`config.mk`:
```
export PLATFORM = sky130hd
export DESIGN_NAME = room_manager
export DESIGN_NICKNAME = d
export VERILOG_FILES = /design/src/rtl/room_manager.sv
export SDC_FILE = /design/constraint.sdc
export NUM_CORES = 1
export LEC_CHECK = 0
export CORE_ASPECT_RATIO = 1.1
export CORE_MARGIN = 2
export CORE_UTILIZATION = 45
export CTS_BUF_LIST = sky130_fd_sc_hd__clkbuf_2 sky130_fd_sc_hd__clkbuf_4 sky130_fd_sc_hd__clkbuf_8
export DETAILED_ROUTE_END_ITERATION = 10
export PLACE_DENSITY = 0.69
export SYNTH_ARGS = -nofsm -noshare
export SYNTH_HDL_FRONTEND = slang
export SYNTH_SLANG_ARGS = --single-unit
```
`constraint.sdc`:
```
create_clock -name Clk -period 4.7 [get_ports Clk]
set_clock_uncertainty 0.05 [all_clocks]
set_input_delay 0.705 -clock Clk [delete_from_list [all_inputs] [get_ports Clk]]
set_output_delay 0.705 -clock Clk [all_outputs]
set_load 0.02 [all_outputs]
```
`src/rtl/room_manager.sv`:
```
// Room-transition controller: accepts armed door exits, steps the room index
// across a row-major map grid and runs a frame-paced fade-in ramp.
// Optional build macro ROOM_WRAP_EN: out-of-grid exits wrap toroidally instead of being discarded.
module room_manager #(
    parameter int MAP_COLS   = 4,
    parameter int MAP_ROWS   = 2,
    parameter int START_ROOM = 0,
    parameter int FADE_STEP  = 1
) (
    input  logic       Clk,
    input  logic       Reset,
    input  logic       frame_clk,
    input  logic [2:0] doorcode,
    output logic [2:0] room,
    output logic [3:0] fade_level,
    output logic       transition,
    output logic       room_changed,
    output logic [7:0] visited
);

    typedef enum logic {IDLE, FADE} state_t;

    state_t     state, state_nxt;
    logic       frame_d, tick;
    logic       armed, armed_nxt;
    logic [2:0] room_nxt;
    logic [3:0] fade_nxt;
    logic       trans_nxt, changed_nxt;
    logic [7:0] visited_nxt;
    logic       target_ok;
    logic [2:0] target;
    logic [4:0] fade_sum;
    int         col, row;

    assign tick     = frame_clk & ~frame_d;
    assign fade_sum = {1'b0, fade_level} + 5'(FADE_STEP);

    always_comb begin
        col       = int'(room) % MAP_COLS;
        row       = int'(room) / MAP_COLS;
        target_ok = 1'b1;
        case (doorcode)
            3'd1:    col = col + 1;
            3'd2:    col = col - 1;
            3'd3:    row = row - 1;
            3'd4:    row = row + 1;
            default: target_ok = 1'b0;
        endcase
`ifdef ROOM_WRAP_EN
        col = (col + MAP_COLS) % MAP_COLS;
        row = (row + MAP_ROWS) % MAP_ROWS;
`else
        if (col < 0 || col >= MAP_COLS || row < 0 || row >= MAP_ROWS)
            target_ok = 1'b0;
`endif
        target = 3'(row * MAP_COLS + col);
    end

    always_comb begin
        state_nxt   = state;
        room_nxt    = room;
        fade_nxt    = fade_level;
        trans_nxt   = transition;
        changed_nxt = 1'b0;
        visited_nxt = visited;
        armed_nxt   = armed | (doorcode == 3'd0);
        case (state)
            IDLE: begin
                // A discarded (out-of-grid) exit still consumes the arm.
                if (armed && doorcode >= 3'd1 && doorcode <= 3'd4) begin
                    armed_nxt = 1'b0;
                    if (target_ok) begin
                        room_nxt            = target;
                        visited_nxt[target] = 1'b1;
                        changed_nxt         = 1'b1;
                        fade_nxt            = 4'd0;
                        trans_nxt           = 1'b1;
                        state_nxt           = FADE;
                    end
                end
            end
            FADE: begin
                if (tick) begin
                    if (fade_sum >= 5'd15) begin
                        fade_nxt  = 4'd15;
                        trans_nxt = 1'b0;
                        state_nxt = IDLE;
                    end else begin
                        fade_nxt = fade_sum[3:0];
                    end
                end
            end
            default: state_nxt = IDLE;
        endcase
    end

    always_ff @(posedge Clk) begin
        if (Reset) begin
            state        <= IDLE;
            frame_d      <= 1'b0;
            armed        <= 1'b1;
            room         <= 3'(START_ROOM);
            fade_level   <= 4'd15;
            transition   <= 1'b0;
            room_changed <= 1'b0;
            visited      <= 8'd1 << START_ROOM;
        end else begin
            state        <= state_nxt;
            frame_d      <= frame_clk;
            armed        <= armed_nxt;
            room         <= room_nxt;
            fade_level   <= fade_nxt;
            transition   <= trans_nxt;
            room_changed <= changed_nxt;
            visited      <= visited_nxt;
        end
    end

endmodule

```
==> results.txt <==
----------------------------------------------------
[Status]
  Status ... finished clean

[Power and ir drop]
  Total power divided by cell area ... between 200 and 300 nW/um^2
  Switching portion of total power ... 32.07%
  Cell internal power dissipation ... approximately 0.00026 W
  Clock share of power ... between 20% and 30%
  Net switching component of the power ... between 0.0001 and 0.00015 W
  Sum of internal, switching and leakage power ... ~0.00039 W
  Share of total power in sequential cells ... between 50% and 60%
  Combinational Power Share ... about 29%
  Leakage power total ... between 0.4 and 0.5 nW
  Max IR drop VDD ... between 0.00015 and 0.0002 V

[GRT]
  Vias in the first global route ... a little over 800
  Wire length of the first global-routing pass ... roughly 3.5 mm
  Pin count of the biggest net entering global routing ... 14
  Total gr overflow ... 0
  Total routing usage reported by global routing ... 17.21%
  Initial antenna violation count ... 0

[Hold path]
  Worst hold path type ... reg2reg

[STA]
  Portion of the clock cycle consumed by the worst path in the final layout ... 52.39%
  Hold Violations, Final ... 0
  Smallest setup slack after layout ... between 2000 and 2500 ps
  Setup TNS Final ... 0 ps
  Worst-case headroom to the max-slew limit ... around two thirds
  # setup viols final ... 0
  Fmax ... approximately 410 MHz
  Count of pins over their slew limit ... 0
  Slew at the pin closest to its max-slew limit ... 485.9 ps
  RSZ-0062 raised after global routing ... false
  Final critical path time including I/O delays and setup ... roughly 2500 ps

[Layout]
  Antenna fix cells ... 0
  Share of cells above drive strength 1 ... under 10%
  Syn-to-layout area delta ... 25.37%
  Utilization after layout ... between 50% and 60%
  Fin area ... 1286 um^2
  Nets@finish ... 150

[Placement]
  Global placement routability congestion ... 0.8082
  Number of port buffers ... 22
  Half-perimeter wire length after detailed placement ... 1.561 mm
  Placed standard-cell area ... about 1300 um^2
  Setup slack at placement ... 1941 ps

[Floorplan]
  Area of the die ... between 2000 and 3000 um^2
  Horizontal die dimension ... between 40 and 50 um
  Starting density of the core ... between 40% and 50%
  Count of standard-cell rows ... 18
  Boundary Pins ... 23
  Die extent in y ... ~54 um
  Standard cell core area ... between 2000 and 2500 um^2

[Setup path]
  Worst endpoint required time ... 4840 ps
  Critical path type ... in2reg
  Largest delay share family, worst path ... simple AND/OR/NAND/NOR gates
  Number of buffers and inverters on the critical path ... 1
  Critical path fanouts, max ... 10
  Critical Path Source Type ... input pin
  Ordered cell list for the critical path ... clkdlybuf4s50_1 -> or3b_1 -> o221a_2 -> nand2_1 -> nor2_1 -> a31o_2
  Longest individual stage delay on the worst path ... 570 ps
  Endpoint type of the worst setup path ... flip-flop
  Cell type of the slowest stage on the worst timing path ... sky130_fd_sc_hd__clkdlybuf4s50_1
  Critical Path AT ... 2610 ps

[Routing]
  Met1 Wirelength ... ~960 um
  Top sig layer ... met4
  Via count ... ~900
  Initial DRC Count ... 10
  Routed len/inst ... 12.28 um
  Aggregate routed wire length ... a little over 2 mm
  Router iterations before antenna repair ... 4
  Number of vias per cell after detailed routing ... approximately 5.4
  Remaining number of nets flagged by the antenna check after routing ... 0
  # DRC ... 0
  Total length of routed met2 wires ... between 1 and 1.5 mm
  Met3 WL ... around 84 um

[Synthesis]
  Count of state elements after synthesis ... 20
  Gate Count Post-Synth ... roughly 120
  Combined area of all synthesized cells ... slightly above 1000 um^2
  Post-Synthesis Net Count ... approximately 130
  Part of the Yosys area used for sequential elements ... 39.02%
  Number of unique standard cell types used by synthesis ... 37
  Leading register cell type out of synthesis ... sky130_fd_sc_hd__dfxtp_1
  Synthesis warning total ... 0
  Fraction of registers with async set/reset ... 0%
  Average cell area after synthesis ... ~8.8 um^2
  Number of synthesized flops with an enable pin ... 0

[Clock network]
  CTS HTree Levels ... 1
  Later-pin clock latency in the skew report ... slightly below 300 ps
  Hold-fix buffers at CTS ... 0
  Root cell of the clock tree ... sky130_fd_sc_hd__clkbuf_4
  Number of cells upsized or downsized after cts ... 0
  CTS tree ... built
  Clock Sink Count ... 20
  Buffer count from post-CTS setup fixing ... 0
  Clock transition at path regs ... about 110 ps
  Longest Clk Path Bufs ... 2
  Clock buffers created by TritonCTS ... 3

[Run]
  Max Cap Viol ... 0

----------------------------------------------------
## metal layers
metal	track usage [%]	up-vias
met5	0	-
met4	6.944	0
met3	4.444	2
met2	30.00	18
met1	20.41	413
li1	-	469
## sequential cells by signal (all words and copies together), names as in the netlist
signal,count
state,1
fade_level,4
frame_d,1
visited,8
armed,1
room,3
transition,1
room_changed,1
## cell usage in the layout (no fill, tap or decap), drive strengths merged, types with 5 or more instances in the layout
cell type	synthesis	final
clkdlybuf4s50	0	22
dfxtp	20	20
nor2	12	12
nand2	8	8
inv	6	6
o21ai	6	6
xnor2	6	6
nand3	5	5
a21oi	5	5
## path summary, 6_finish.rpt
kind,slack [ps],cells after the start,start,end
max reg2reg,2410,7,fade_level[0],state
min reg2reg,420,2,visited[0],visited[0]
max,2240,6,doorcode[1],transition
min,420,2,visited[0],visited[0]
## tightest hold or removal path: stages, from the launching register on
cell,delay (ps)
sky130_fd_sc_hd__dfxtp_1,340
sky130_fd_sc_hd__nor2_1,50
sky130_fd_sc_hd__o41ai_1,50
## cell type report
cell class,count,area [um^2]
Multi-Input combinational cell,87,583.1
Timing Repair Buffer,22,220.2
Sequential cell,20,400.4
Fill cell,218,920.9
Clock buffer,3,22.52
Inverter,6,22.52
Tap cell,30,37.54
## metrics by stage
stage          cells  hold WS, ps
2_1_floorplan    116        403.1
3_3_place_gp     165        399.4
3_5_place_dp     165        388.8
4_1_cts          168        421.7
5_1_grt          168        447.9
6_report         168        418.2
## power by group through the flow
stage          combinational [W]  sequential, W   clock, W
2_1_floorplan          0.0000668       0.000208          0
3_3_place_gp            0.000112       0.000198          0
3_5_place_dp            0.000112       0.000198          0
4_1_cts                 0.000113       0.000195  0.0000825
5_1_grt                 0.000125       0.000198  0.0000882
6_report                0.000113       0.000195  0.0000781
## logic make-up after synthesis
logic type                 count (synthesis)  synth area share, %
and+or+nand+nor                           48                25.24
AOI/OAI and AO/OA                         29                21.59
buffers and inverters                      9                4.145
xor gates and xnor gates                   6                5.122
adders and majority gates                  4                4.878
DFF                                       20                39.02
## synth_stat cells (2+ instances only)
cell                       number  area (um^2)
sky130_fd_sc_hd__a21oi_1        5        25.02
sky130_fd_sc_hd__a31o_2         2        17.52
sky130_fd_sc_hd__a41oi_1        4        35.03
sky130_fd_sc_hd__dfxtp_1       20        400.4
sky130_fd_sc_hd__ha_1           4        50.05
sky130_fd_sc_hd__inv_1          6        22.52
sky130_fd_sc_hd__nand2_1        8        30.03
sky130_fd_sc_hd__nand3_1        5        25.02
sky130_fd_sc_hd__nand3b_1       3        22.52
sky130_fd_sc_hd__nand4_1        2        12.51
sky130_fd_sc_hd__nor2_1        12        45.04
sky130_fd_sc_hd__nor2b_1        4        25.02
sky130_fd_sc_hd__nor4_1         3        18.77
sky130_fd_sc_hd__o21a_1         3        22.52
sky130_fd_sc_hd__o21ai_0        6        30.03
sky130_fd_sc_hd__o221ai_1       2        17.52
sky130_fd_sc_hd__or2b_1         2        15.01
sky130_fd_sc_hd__xnor2_1        6        52.55
(Power assumes the default switching activity.)
==> RTL change (same settings) <==
The output `room_changed` loses its register stage (`room_changed` becomes a continuous assignment).
--- a/src/rtl/room_manager.sv
+++ b/src/rtl/room_manager.sv
@@ -104,3 +104,2 @@
             transition   <= 1'b0;
-            room_changed <= 1'b0;
             visited      <= 8'd1 << START_ROOM;
@@ -113,3 +112,2 @@
             transition   <= trans_nxt;
-            room_changed <= changed_nxt;
             visited      <= visited_nxt;
@@ -118,2 +116,4 @@
 
+    assign room_changed = changed_nxt;
+
 endmodule
Check against the original RTL: not equivalent (a bounded check fails within 4 cycles, from zero or initial values and one cycle with Reset high).
==> RTL change against the unedited design <==
- critical endpoint is now room_changed
- routed wire length is 8.5% higher
- sequential cell count is 1 lower
- sequential share of layout area is 2.2 points lower
- total power is 6.4% higher
- setup slack worse by 1.3 ns
- largest power group unchanged
- synthesized area is 5.5% higher
- design area is 2.1% higher
==> RTL change: results (changes against the unedited design) <==
- Start of the worst register-to-register path: room[0] (was fade_level[0])
- Crit-path max cell delay: 0.71 ns (was 0.57 ns)
- Peak VDD IR: 0.187 mV (was 0.185 mV)
- Inverters: 8 (was 6)
- Worst reg2reg setup slack: 2.61 ns (was 2.41 ns)
- Hold_sp: visited[2] (was visited[0])
- Top post-synthesis cells by area: dfxtp_1 35%, ha_1 4.6%, nand2_1 4.2% (was dfxtp_1 39%, xnor2_1 5.1%, ha_1 4.9%)
- NonClk Buf Share: 16.8% (was 17.1%)
- Share of layout cells above drive strength 1: 10.6% (was 5.80%)
- Comb_multi_in: 89 (was 87)
- Area grow syn2layout: 21.4% (was 25.4%)
- Top cells by count, synth: 19 x dfxtp_1, 12 x nand2_1, 8 x a21oi_1 (was 20 x dfxtp_1, 12 x nor2_1, 8 x nand2_1)
- Vias in the first global route: 872 (was 812)
- Pin count of the biggest net entering global routing: 16 (was 14)
- Clock Power: 87.1 uW (was 78.1 uW)
- Worst Hold Path EP: visited[2] (was visited[0])
- First-pass GRT wire length: 3710 um (was 3510 um)
- Status: finished, final reports clean (unchanged)
- Post-DP HPWL: 1650 um (was 1560 um)
- Non-filler cells, final: 172 (was 168)
- Min Hold Slack: 0.422 ns (was 0.418 ns)
- DRT iter0 DRCs: 18 (was 10)
- Final #Nets: 153 (was 150)
- Crit path capture: room_changed (was transition)
- Total GRT Usage: 16.7% (was 17.2%)
- Final Power: 410 uW (was 386 uW)
- Fraction of area in multi-input gates: 46.9% (was 45.3%)
- Setup ws final: 0.943 ns (was 2.24 ns)
- Leakage: 0.483 nW (was 0.480 nW)
- Die area: 2810 sq um (was 2680 sq um)
- Worst-Margin Slew: 0.628 ns (was 0.486 ns)
- Fillcell total: 219 (was 218)
- DR vias: 934 (was 902)
- Net switching power: 138 uW (was 124 uW)
- Reg-to-reg critical path endpoint: visited[4] (was state)
## RTL change: cell types whose count changed in the layout (fill, tap and decap cells not counted), sizes merged, moves of 3 or more
cell / delta
nor2: -3
o31ai: +3
nand3b: -3
nand2b: +3
a41oi: -4
a21oi: +3
nand2: +4
a21o: +4
xnor2: -4
nand3: +4
## RTL change: cells by family after synthesis
family | count (synthesis) | share of synthesized area, %
flip-flops | 19 | 35.1
XOR/XNOR | 3 | 2.43
AND/OR/NAND/NOR | 47 | 25.4
buffers and inverters | 15 | 7.98
multiplexers | 1 | 0.925
adder cells (fa/ha/maj) | 4 | 4.62
AO/OA/AOI/OAI | 34 | 23.5
## RTL change: layer usage
metal	wire length, um	global-route usage, %	vias up	share of wire, %
met1	1040	21.3	438	47
met4	9	7.72	0	0.40
met5	0	0	-	0
met3	74	2.43	2	3.3
met2	1110	27.3	15	50
li1	-	-	479	-
